$ cat src/rtl/acdc_host_pkg.sv
// acdc_host_pkg: shared state encoding and default geometry for the acdc_host harness
package acdc_host_pkg;
  typedef enum logic [2:0] {
    S_IDLE,
    S_LOAD,
    S_RUN,
    S_DRAIN,
    S_DONE,
    S_ABORT
  } state_e;
  localparam logic [7:0]  RES_BASE_DEF = 8'h00;
  localparam logic [7:0]  RES_LEN_DEF  = 8'd4;
  localparam logic [15:0] TIMEOUT_DEF  = 16'hFFFF;
endpackage

$ cat src/rtl/acdc_host_if.sv
// acdc_host_if: control, preload, CPU, data-memory and result-stream signals of acdc_host
interface acdc_host_if;
  logic        go;
  logic        busy;
  logic        done;
  logic        timeout;
  logic        ld_valid;
  logic        ld_ready;
  logic [7:0]  ld_addr;
  logic [7:0]  ld_data;
  logic        ld_last;
  logic        dut_start;
  logic        dut_halt;
  logic        mem_wr_en;
  logic [7:0]  mem_addr;
  logic [7:0]  mem_wr_data;
  logic [7:0]  mem_rd_data;
  logic        res_valid;
  logic        res_ready;
  logic [7:0]  res_data;
  logic [15:0] cycle_count;
  modport master (
    input  go, ld_valid, ld_addr, ld_data, ld_last, dut_halt, mem_rd_data, res_ready,
    output busy, done, timeout, ld_ready, dut_start, mem_wr_en, mem_addr, mem_wr_data,
           res_valid, res_data, cycle_count
  );
  modport slave (
    output go, ld_valid, ld_addr, ld_data, ld_last, dut_halt, mem_rd_data, res_ready,
    input  busy, done, timeout, ld_ready, dut_start, mem_wr_en, mem_addr, mem_wr_data,
           res_valid, res_data, cycle_count
  );
endinterface

$ cat src/rtl/acdc_host_watchdog.sv
// acdc_host_watchdog: saturating RUN-cycle counter; expire only built with ACDC_HOST_WATCHDOG_EN
module acdc_host_watchdog
  import acdc_host_pkg::*;
#(
  parameter logic [15:0] TIMEOUT = TIMEOUT_DEF
) (
  input  logic        CLK,
  input  logic        reset_n,
  input  logic        clr,
  input  logic        en,
  output logic [15:0] count,
  output logic        expire
);
  logic [15:0] count_q, count_d;
  always_comb begin
    count_d = clr ? 16'd0 : (en && count_q != 16'hFFFF) ? count_q + 16'd1 : count_q;
  end
  always_ff @(posedge CLK) begin
    count_q <= !reset_n ? 16'd0 : count_d;
  end
  assign count = count_q;
`ifdef ACDC_HOST_WATCHDOG_EN
  // judged on the post-increment value so the Nth RUN cycle is the one that expires
  assign expire = en && count_d >= TIMEOUT;
`else
  assign expire = 1'b0;
`endif
endmodule

$ cat src/rtl/acdc_host.sv
// acdc_host: preload memory, run the CPU until halt, drain results; watchdog abort with ACDC_HOST_WATCHDOG_EN
module acdc_host
  import acdc_host_pkg::*;
#(
  parameter logic [7:0]  RES_BASE = RES_BASE_DEF,
  parameter logic [7:0]  RES_LEN  = RES_LEN_DEF,
  parameter logic [15:0] TIMEOUT  = TIMEOUT_DEF
) (
  input logic         CLK,
  input logic         reset_n,
  acdc_host_if.master h
);
  state_e      state_q, state_d;
  logic [7:0]  idx_q, idx_d;
  logic        timeout_q, timeout_d;
  logic [15:0] count;
  logic        expire;
  logic        wd_clr;
  logic        wd_en;
  logic        halt_ok;
  assign wd_clr  = state_q == S_IDLE && h.go;
  assign wd_en   = state_q == S_RUN;
  // count is still zero only in the first RUN cycle, while the PC leaves init
  assign halt_ok = h.dut_halt && count != 16'd0;
  acdc_host_watchdog #(.TIMEOUT(TIMEOUT)) u_wd (
    .CLK     (CLK),
    .reset_n (reset_n),
    .clr     (wd_clr),
    .en      (wd_en),
    .count   (count),
    .expire  (expire)
  );
  always_comb begin
    h.busy        = state_q != S_IDLE;
    h.done        = state_q == S_DONE;
    h.timeout     = timeout_q;
    h.dut_start   = state_q == S_IDLE || state_q == S_LOAD || state_q == S_ABORT;
    h.ld_ready    = state_q == S_LOAD;
    h.mem_wr_en   = state_q == S_LOAD && h.ld_valid;
    h.mem_addr    = state_q == S_LOAD ? h.ld_addr : state_q == S_DRAIN ? RES_BASE + idx_q : 8'd0;
    h.mem_wr_data = h.mem_wr_en ? h.ld_data : 8'd0;
    h.res_valid   = state_q == S_DRAIN;
    h.res_data    = state_q == S_DRAIN ? h.mem_rd_data : 8'd0;
    h.cycle_count = count;
  end
  always_comb begin
    state_d   = state_q;
    idx_d     = idx_q;
    timeout_d = timeout_q;
    case (state_q)
      S_IDLE: if (h.go) begin
        state_d   = S_LOAD;
        timeout_d = 1'b0;
      end
      S_LOAD: if (h.ld_valid && h.ld_last) state_d = S_RUN;
      S_RUN: if (halt_ok) begin
        state_d = RES_LEN == 8'd0 ? S_DONE : S_DRAIN;
        idx_d   = 8'd0;
      end else if (expire) begin
        state_d   = S_ABORT;
        timeout_d = 1'b1;
      end
      S_DRAIN: if (h.res_ready) begin
        state_d = idx_q == RES_LEN - 8'd1 ? S_DONE : S_DRAIN;
        idx_d   = idx_q + 8'd1;
      end
      default: state_d = S_IDLE;
    endcase
  end
  always_ff @(posedge CLK) begin
    if (!reset_n) begin
      state_q   <= S_IDLE;
      idx_q     <= 8'd0;
      timeout_q <= 1'b0;
    end else begin
      state_q   <= state_d;
      idx_q     <= idx_d;
      timeout_q <= timeout_d;
    end
  end
endmodule

$ cat src/flat_wrapper.sv
// flat-port wrapper written by rule: the top's interface ports become plain ports
module acdc_host_flat import acdc_host_pkg::*;
#(
  parameter logic [7:0]  RES_BASE = RES_BASE_DEF,
  parameter logic [7:0]  RES_LEN  = RES_LEN_DEF,
  parameter logic [15:0] TIMEOUT  = TIMEOUT_DEF
)
  (CLK, reset_n, h_go, h_ld_valid, h_ld_addr, h_ld_data, h_ld_last, h_dut_halt, h_mem_rd_data, h_res_ready, h_busy, h_done, h_timeout, h_ld_ready, h_dut_start, h_mem_wr_en, h_mem_addr, h_mem_wr_data, h_res_valid, h_res_data, h_cycle_count);
  acdc_host_if h_i ();
  input logic CLK;
  input logic reset_n;
  input wire logic [$bits(h_i.go)-1:0] h_go;
  input wire logic [$bits(h_i.ld_valid)-1:0] h_ld_valid;
  input wire logic [$bits(h_i.ld_addr)-1:0] h_ld_addr;
  input wire logic [$bits(h_i.ld_data)-1:0] h_ld_data;
  input wire logic [$bits(h_i.ld_last)-1:0] h_ld_last;
  input wire logic [$bits(h_i.dut_halt)-1:0] h_dut_halt;
  input wire logic [$bits(h_i.mem_rd_data)-1:0] h_mem_rd_data;
  input wire logic [$bits(h_i.res_ready)-1:0] h_res_ready;
  output wire logic [$bits(h_i.busy)-1:0] h_busy;
  output wire logic [$bits(h_i.done)-1:0] h_done;
  output wire logic [$bits(h_i.timeout)-1:0] h_timeout;
  output wire logic [$bits(h_i.ld_ready)-1:0] h_ld_ready;
  output wire logic [$bits(h_i.dut_start)-1:0] h_dut_start;
  output wire logic [$bits(h_i.mem_wr_en)-1:0] h_mem_wr_en;
  output wire logic [$bits(h_i.mem_addr)-1:0] h_mem_addr;
  output wire logic [$bits(h_i.mem_wr_data)-1:0] h_mem_wr_data;
  output wire logic [$bits(h_i.res_valid)-1:0] h_res_valid;
  output wire logic [$bits(h_i.res_data)-1:0] h_res_data;
  output wire logic [$bits(h_i.cycle_count)-1:0] h_cycle_count;
  assign h_i.go = h_go;
  assign h_i.ld_valid = h_ld_valid;
  assign h_i.ld_addr = h_ld_addr;
  assign h_i.ld_data = h_ld_data;
  assign h_i.ld_last = h_ld_last;
  assign h_i.dut_halt = h_dut_halt;
  assign h_i.mem_rd_data = h_mem_rd_data;
  assign h_i.res_ready = h_res_ready;
  assign h_busy = h_i.busy;
  assign h_done = h_i.done;
  assign h_timeout = h_i.timeout;
  assign h_ld_ready = h_i.ld_ready;
  assign h_dut_start = h_i.dut_start;
  assign h_mem_wr_en = h_i.mem_wr_en;
  assign h_mem_addr = h_i.mem_addr;
  assign h_mem_wr_data = h_i.mem_wr_data;
  assign h_res_valid = h_i.res_valid;
  assign h_res_data = h_i.res_data;
  assign h_cycle_count = h_i.cycle_count;
  acdc_host #(.RES_BASE(RES_BASE), .RES_LEN(RES_LEN), .TIMEOUT(TIMEOUT)) u_core (.CLK(CLK), .reset_n(reset_n), .h(h_i));
endmodule
$ cat config.mk
export PLATFORM = sky130hd
export DESIGN_NAME = acdc_host_flat
export DESIGN_NICKNAME = d
export VERILOG_FILES = /design/src/rtl/acdc_host_pkg.sv /design/src/rtl/acdc_host_if.sv /design/src/rtl/acdc_host_watchdog.sv /design/src/rtl/acdc_host.sv /design/src/flat_wrapper.sv
export SDC_FILE = /design/constraint.sdc
export NUM_CORES = 1
export LEC_CHECK = 0
export ABC_CLOCK_PERIOD_IN_PS = 4500
export CAP_MARGIN = 20
export CORE_ASPECT_RATIO = 1.25
export CORE_MARGIN = 3
export CORE_UTILIZATION = 50
export CTS_BUF_LIST = sky130_fd_sc_hd__clkbuf_8
export DETAILED_ROUTE_END_ITERATION = 10
export DONT_BUFFER_PORTS = 1
export SLEW_MARGIN = 30
export SYNTH_ARGS = -nofsm -noshare
export SYNTH_HDL_FRONTEND = slang
export SYNTH_SLANG_ARGS = --single-unit
$ cat constraint.sdc
create_clock -name CLK -period 4.5 [get_ports CLK]
set_input_delay 0.9 -clock CLK [delete_from_list [all_inputs] [get_ports CLK]]
set_output_delay 0.9 -clock CLK [all_outputs]
set_load 0.05 [all_outputs]
[Word level (Yosys, flattened, before mapping)]
Cells that the tools add are included.
Operators by class
  equal/unequal tests: 11
  muxes and demuxes: 13
  magnitude comparators: 0
  $add $sub $neg: 2
  shifts and indexed selects: 0
  reductions and logical operators: 14
  multiply operators: 0
  div/mod/pow operators: 0
  bitwise operators: 1
Operators with widths (number)
  8-bit 2-to-1 mux: 6
  16-bit by 1-bit adder with 16-bit output, second input constant: 1
  16-bit inequality test, second input constant: 1
  8-bit case mux with 2 select lines: 1
  16-bit nonzero test: 1
  3-bit 2-to-1 mux: 5
  3-bit case mux with 4 select lines: 1
  8-bit by 1-bit adder with 8-bit output, second input constant: 1
  8-bit by 2-bit equality test with 1-bit output, second input constant: 1
  3-bit by 2-bit equality test with 1-bit output, second input constant: 2
  3-bit equality test, second input constant: 2
  1-bit logical AND: 5
  2-bit by 1-bit inequality test with 1-bit output, second input constant: 2
  2-bit inequality test, second input constant: 2
  4-bit AND reduction: 1
  3-bit by 1-bit equality test with 1-bit output, second input constant: 1
  3-bit logical NOT: 1
  3-bit AND reduction: 1
  3-bit nonzero test: 1
  1-bit logical OR: 2
  2-bit nonzero test: 1
  2-bit OR reduction: 1
  1-bit inverter: 1
Storage, ports and cells
  register bits after elaboration: 27
  input bits: 31
  bits in writable memories: 0
  memories kept: 0
  latch bits: 0
  memory bits (read-only): 0

[Logic depth before layout (Yosys ltp)]
  depth after elaboration: 4
  depth in mapped cells: 6
  gate-level depth less buffers: 6

[Modules after synthesis]
Synthesis repeated with hierarchy kept, for this count alone.
Unflattened totals
  cells, all modules: 221
  area, all modules: 1836.8 um2
By module, submodules not included
  acdc_host: cells an instance 128, sequential area each 240.2 um2, times used 1, area each 960.9 um2
  acdc_host_watchdog: cells an instance 93, sequential area each 320.3 um2, times used 1, area each 875.8 um2

[Least setup slack after synthesis]
Ideal clock, no wire load.
  kind: register to output
  from: reg u_core.state_q[0]
  to: out h_mem_wr_data[0]
  arrival: 2.397 ns
  slack: 1.203 ns
  data required time: 3.600 ns
  stages on the path, launching flop included: 6
  buffers on the path: 2
  path through: dfxtp_1 buf_2 inv_1 nor3_1 clkbuf_1 and3_1
Between the ends
  cells in the longest elaborated chain, start to end: 3
RTL lines
  start: declaration: RTL line acdc_host.sv:13  | state_e state_q, state_d;
  start signal: assignment: RTL line acdc_host.sv:76  | state_q <= state_d;
  3-bit by 1-bit equality test with 1-bit output
  net h_ld_ready: RTL line flat_wrapper.sv:23  | output wire logic [$bits(h_i.ld_ready)-1:0] h_ld_ready;
  1-bit logical AND: RTL line acdc_host.sv:39  | h.mem_wr_en = state_q == S_LOAD && h.ld_valid;
  8-bit 2-to-1 mux: RTL line acdc_host.sv:41  | h.mem_wr_data = h.mem_wr_en ? h.ld_data : 8'd0;
  end: declaration: RTL line flat_wrapper.sv:27  | output wire logic [$bits(h_i.mem_wr_data)-1:0] h_mem_wr_data;
The timed path passes the listed nets, and every way through them passes these cells.

[Worst setup path in the final report]
  from: reg u_core.state_q[1]
  to: out h_mem_addr[1]
Between the ends
  cells in the longest elaborated chain, start to end: 3
  elaborated cells on any way between the ends: 4
RTL lines
  3-bit by 2-bit equality test with 1-bit output
  net h_res_valid: RTL line flat_wrapper.sv:28  | output wire logic [$bits(h_i.res_valid)-1:0] h_res_valid;
  8-bit 2-to-1 mux (2 in series): RTL line acdc_host.sv:40  | h.mem_addr = state_q == S_LOAD ? h.ld_addr : state_q == S_DRAIN ? RES_BASE + idx_q : 8'd0;
  end: declaration: RTL line flat_wrapper.sv:26  | output wire logic [$bits(h_i.mem_addr)-1:0] h_mem_addr;
The timed path passes the listed nets, and every way through them passes these cells.

==> reports/summary.txt <==
Syn Inst Count: 226
Layout Nets: 255
CTS hold repair buffers: 0
largest net degree at the start of global routing: 19
FP Rows: 23
port bufs: 0
Rel. slew slack: 37.5%
Setup Fix Bufs, Post-CTS: 0
Mean Syn Cell Area: 7.77 um^2
via count: 1,768
initial core utilization: 53.5%
max_cap viols: 0
TNS Setup: 0 ps
Total GRT Usage: 21.2%
status: complete, no violations
H-tree Lvls: 1
routed wire length: 4600 um
WL/cell: 17.9 um
initial antenna violation count: 0
CP cell instances: and3b_1 > a22o_1
Post-DRT Antenna Nets: 0
GPL Wtd Cong: 0.811
final setup fails: 0
sequential-to-total area share from yosys stat: 30.8%
Yosys warning count: 0
die area: 4260 um^2
Worst setup startpoint: u_core.state_q[1]
GR Overflow Total: 0
max incr delay on CP: 860 ps
first-pass GRT wire length: 7310 um
Finished Core Util: 55.5%
# IOs: 78
Slew @ Worst Pin: 938 ps
clock skew: 2.65 ps
Most used DFF post-synth: dfxtp_1
Die H: 72.2 um
Mapped Nets: 260
worst r2r src: u_core.u_wd.count[6]
maximum fanout along the worst path: 18
Core ar.: 3280 um^2
Required @ worst endpoint: 3600 ps
async set or reset register ratio after synthesis: 0%
Area growth syn-to-layout: 3.71%
Worst Path Class, Setup: reg -> out
Die Wd: 59.0 um
CP endpoint kind: output pin
clk sink count: 27
worst reg2reg path depth: 4
synthesis-stage register bit count: 27
ANT cells: 0
commonest cells after routing, fill and taps aside: dfxtp_1 (27), a21oi_1 (17), o21ai_0 (14), nand2_1 (13), and3_1 (13)
dpl hpwl: 3490 um
unrepaired setup endpoints after global routing: no
mapped cell area: 1760 um^2
CTS Root Cell: clkbuf_8
Initial DRC Count: 106
count of cell types in the netlist: 47
Tcrit/Tclk final: 71.3%
share of cells above drive strength 1: 5.00%
post-CTS sizing: 0
CTS tree: yes
clk slew on worst S/H paths: 90 ps
vias in the first global route: 1,576
Max Freq: 312 MHz
Place WS: 1590 ps
clock latency on the worst-skew pair: 270 ps
Worst R2R Setup Slack: 1970 ps
Leak: 0.611 nW
Crit Reg-Reg Endpoint: u_core.u_wd.count[13]
Hold Path Stages: 2
commonest non-fill, non-tap cell in the layout: dfxtp_1
Slew Limit Fails: 0
Fin. Hold Viols: 0
final worst setup slack: 1290 ps
EDFF count, synth: 0
VDD IR-drop max: 0.157 mV
vias per cell: 6.88
Critical Path Start Type: flop
Clock Tree Buf Depth: 2
CTS buffer count: 3
Tmin final: 3210 ps
Cell Pwr Density: 265 nW/um^2
Worst Hold Class: reg -> reg
drt drc: 0
DRT Pass-1 Iters: 4
end of the worst hold path: u_core.idx_q[7]
Crit-path slowest cell: and3b_1
hold_sp: u_core.idx_q[7]
data arrival time of the worst path: 2310 ps
==> logic make-up (layout without fill, tap and decap cells) <==
group / Yosys count / count (layout) / synth area share (%)
AND/OR/NAND/NOR: 110 / 110 / 38.0
AO/OA/AOI/OAI: 62 / 62 / 22.9
flip-flops: 27 / 27 / 30.8
buffers and inverters: 21 / 15 / 4.78
adder cells (fa/ha/maj): 3 / 3 / 2.14
multiplexers: 2 / 2 / 1.21
other: 1 / 1 / 0.214
==> flip-flops by register name (all words and copies together) (netlist names) <==
| signal | flops |
|---|---|
| u_core.u_wd.count | 16 |
| u_core.idx_q | 8 |
| u_core.state_q | 3 |
==> cell usage after synthesis, drive strengths merged, types with 4 or more instances <==
library cell | number | area share (%)
a21oi | 18 | 5.1
a22o | 7 | 3.5
and2 | 10 | 3.6
and3 | 13 | 4.6
clkbuf | 10 | 2.1
dfxtp | 27 | 31
inv | 8 | 1.7
nand2 | 13 | 2.8
nand3 | 11 | 3.1
nand4 | 10 | 3.6
nor2 | 7 | 1.5
nor3 | 9 | 2.6
nor4b | 4 | 2.0
o211ai | 7 | 3.0
o21ai | 14 | 4.0
o31ai | 4 | 1.7
or3 | 9 | 3.2
or4 | 6 | 2.6
==> how the worst max path moves through the flow <==
stage                        to  slack [ps]  depth (start not counted)
3_3_place_gp      h_mem_addr[1]        1660                          2
2_1_floorplan  h_mem_wr_data[0]        1200                          5
3_5_place_dp      h_mem_addr[5]        1590                          3
4_1_cts           h_mem_addr[5]        1290                          3
6_report          h_mem_addr[1]        1290                          2
5_1_grt           h_mem_addr[5]        1100                          3
==> final cells by class <==
| class | count | area, um^2 |
|---|---|---|
| multi-input cells | 178 | 1140 |
| clock buffers | 3 | 41.3 |
| fillers | 334 | 1460 |
| inverters | 9 | 33.8 |
| flip-flops and latches | 27 | 541 |
| repair buffers | 2 | 15.0 |
| well taps | 37 | 46.3 |
| clock inverters | 1 | 3.75 |
==> routing by layer <==
| metal | up-vias | share of wire (%) | GRT usage (%) | wire [um] |
|---|---|---|---|---|
| li1 | 860 | - | - | - |
| met5 | - | 0 | 0 | 0 |
| met1 | 842 | 39 | 25.3 | 1800 |
| met3 | 2 | 5.9 | 3.02 | 272 |
| met2 | 64 | 55 | 39.7 | 2510 |
| met4 | 0 | 0.28 | 3.53 | 13 |
==> metrics by stage <==
| stage | power [W] | cell area, um^2 | hold WS [ps] | std cells |
|---|---|---|---|---|
| finish | 0.000483 | 1820 | 543 | 257 |
| global route | 0.000504 | 1820 | 580 | 257 |
| CTS | 0.000487 | 1820 | 543 | 257 |
| detailed placement | 0.000352 | 1780 | 529 | 253 |
| global placement | 0.000351 | 1770 | 519 | 253 |
| floorplan | 0.000342 | 1760 | 480 | 226 |
==> critical path, delay by kind of cell, from the launching register on <==
kind            cells  cell delay (ps)
simple gates        1              860
flops               1              620
compound gates      1              560
==> where the power goes <==
group / internal, W / switching (W) / total (W)
Sequential: 0.000242 / 0.00000948 / 0.000251
Combinational: 0.0000194 / 0.0000763 / 0.0000956
Clock: 0.0000611 / 0.0000746 / 0.000136
Total: 0.000322 / 0.000160 / 0.000483
Power figures use the tool's default switching activity.
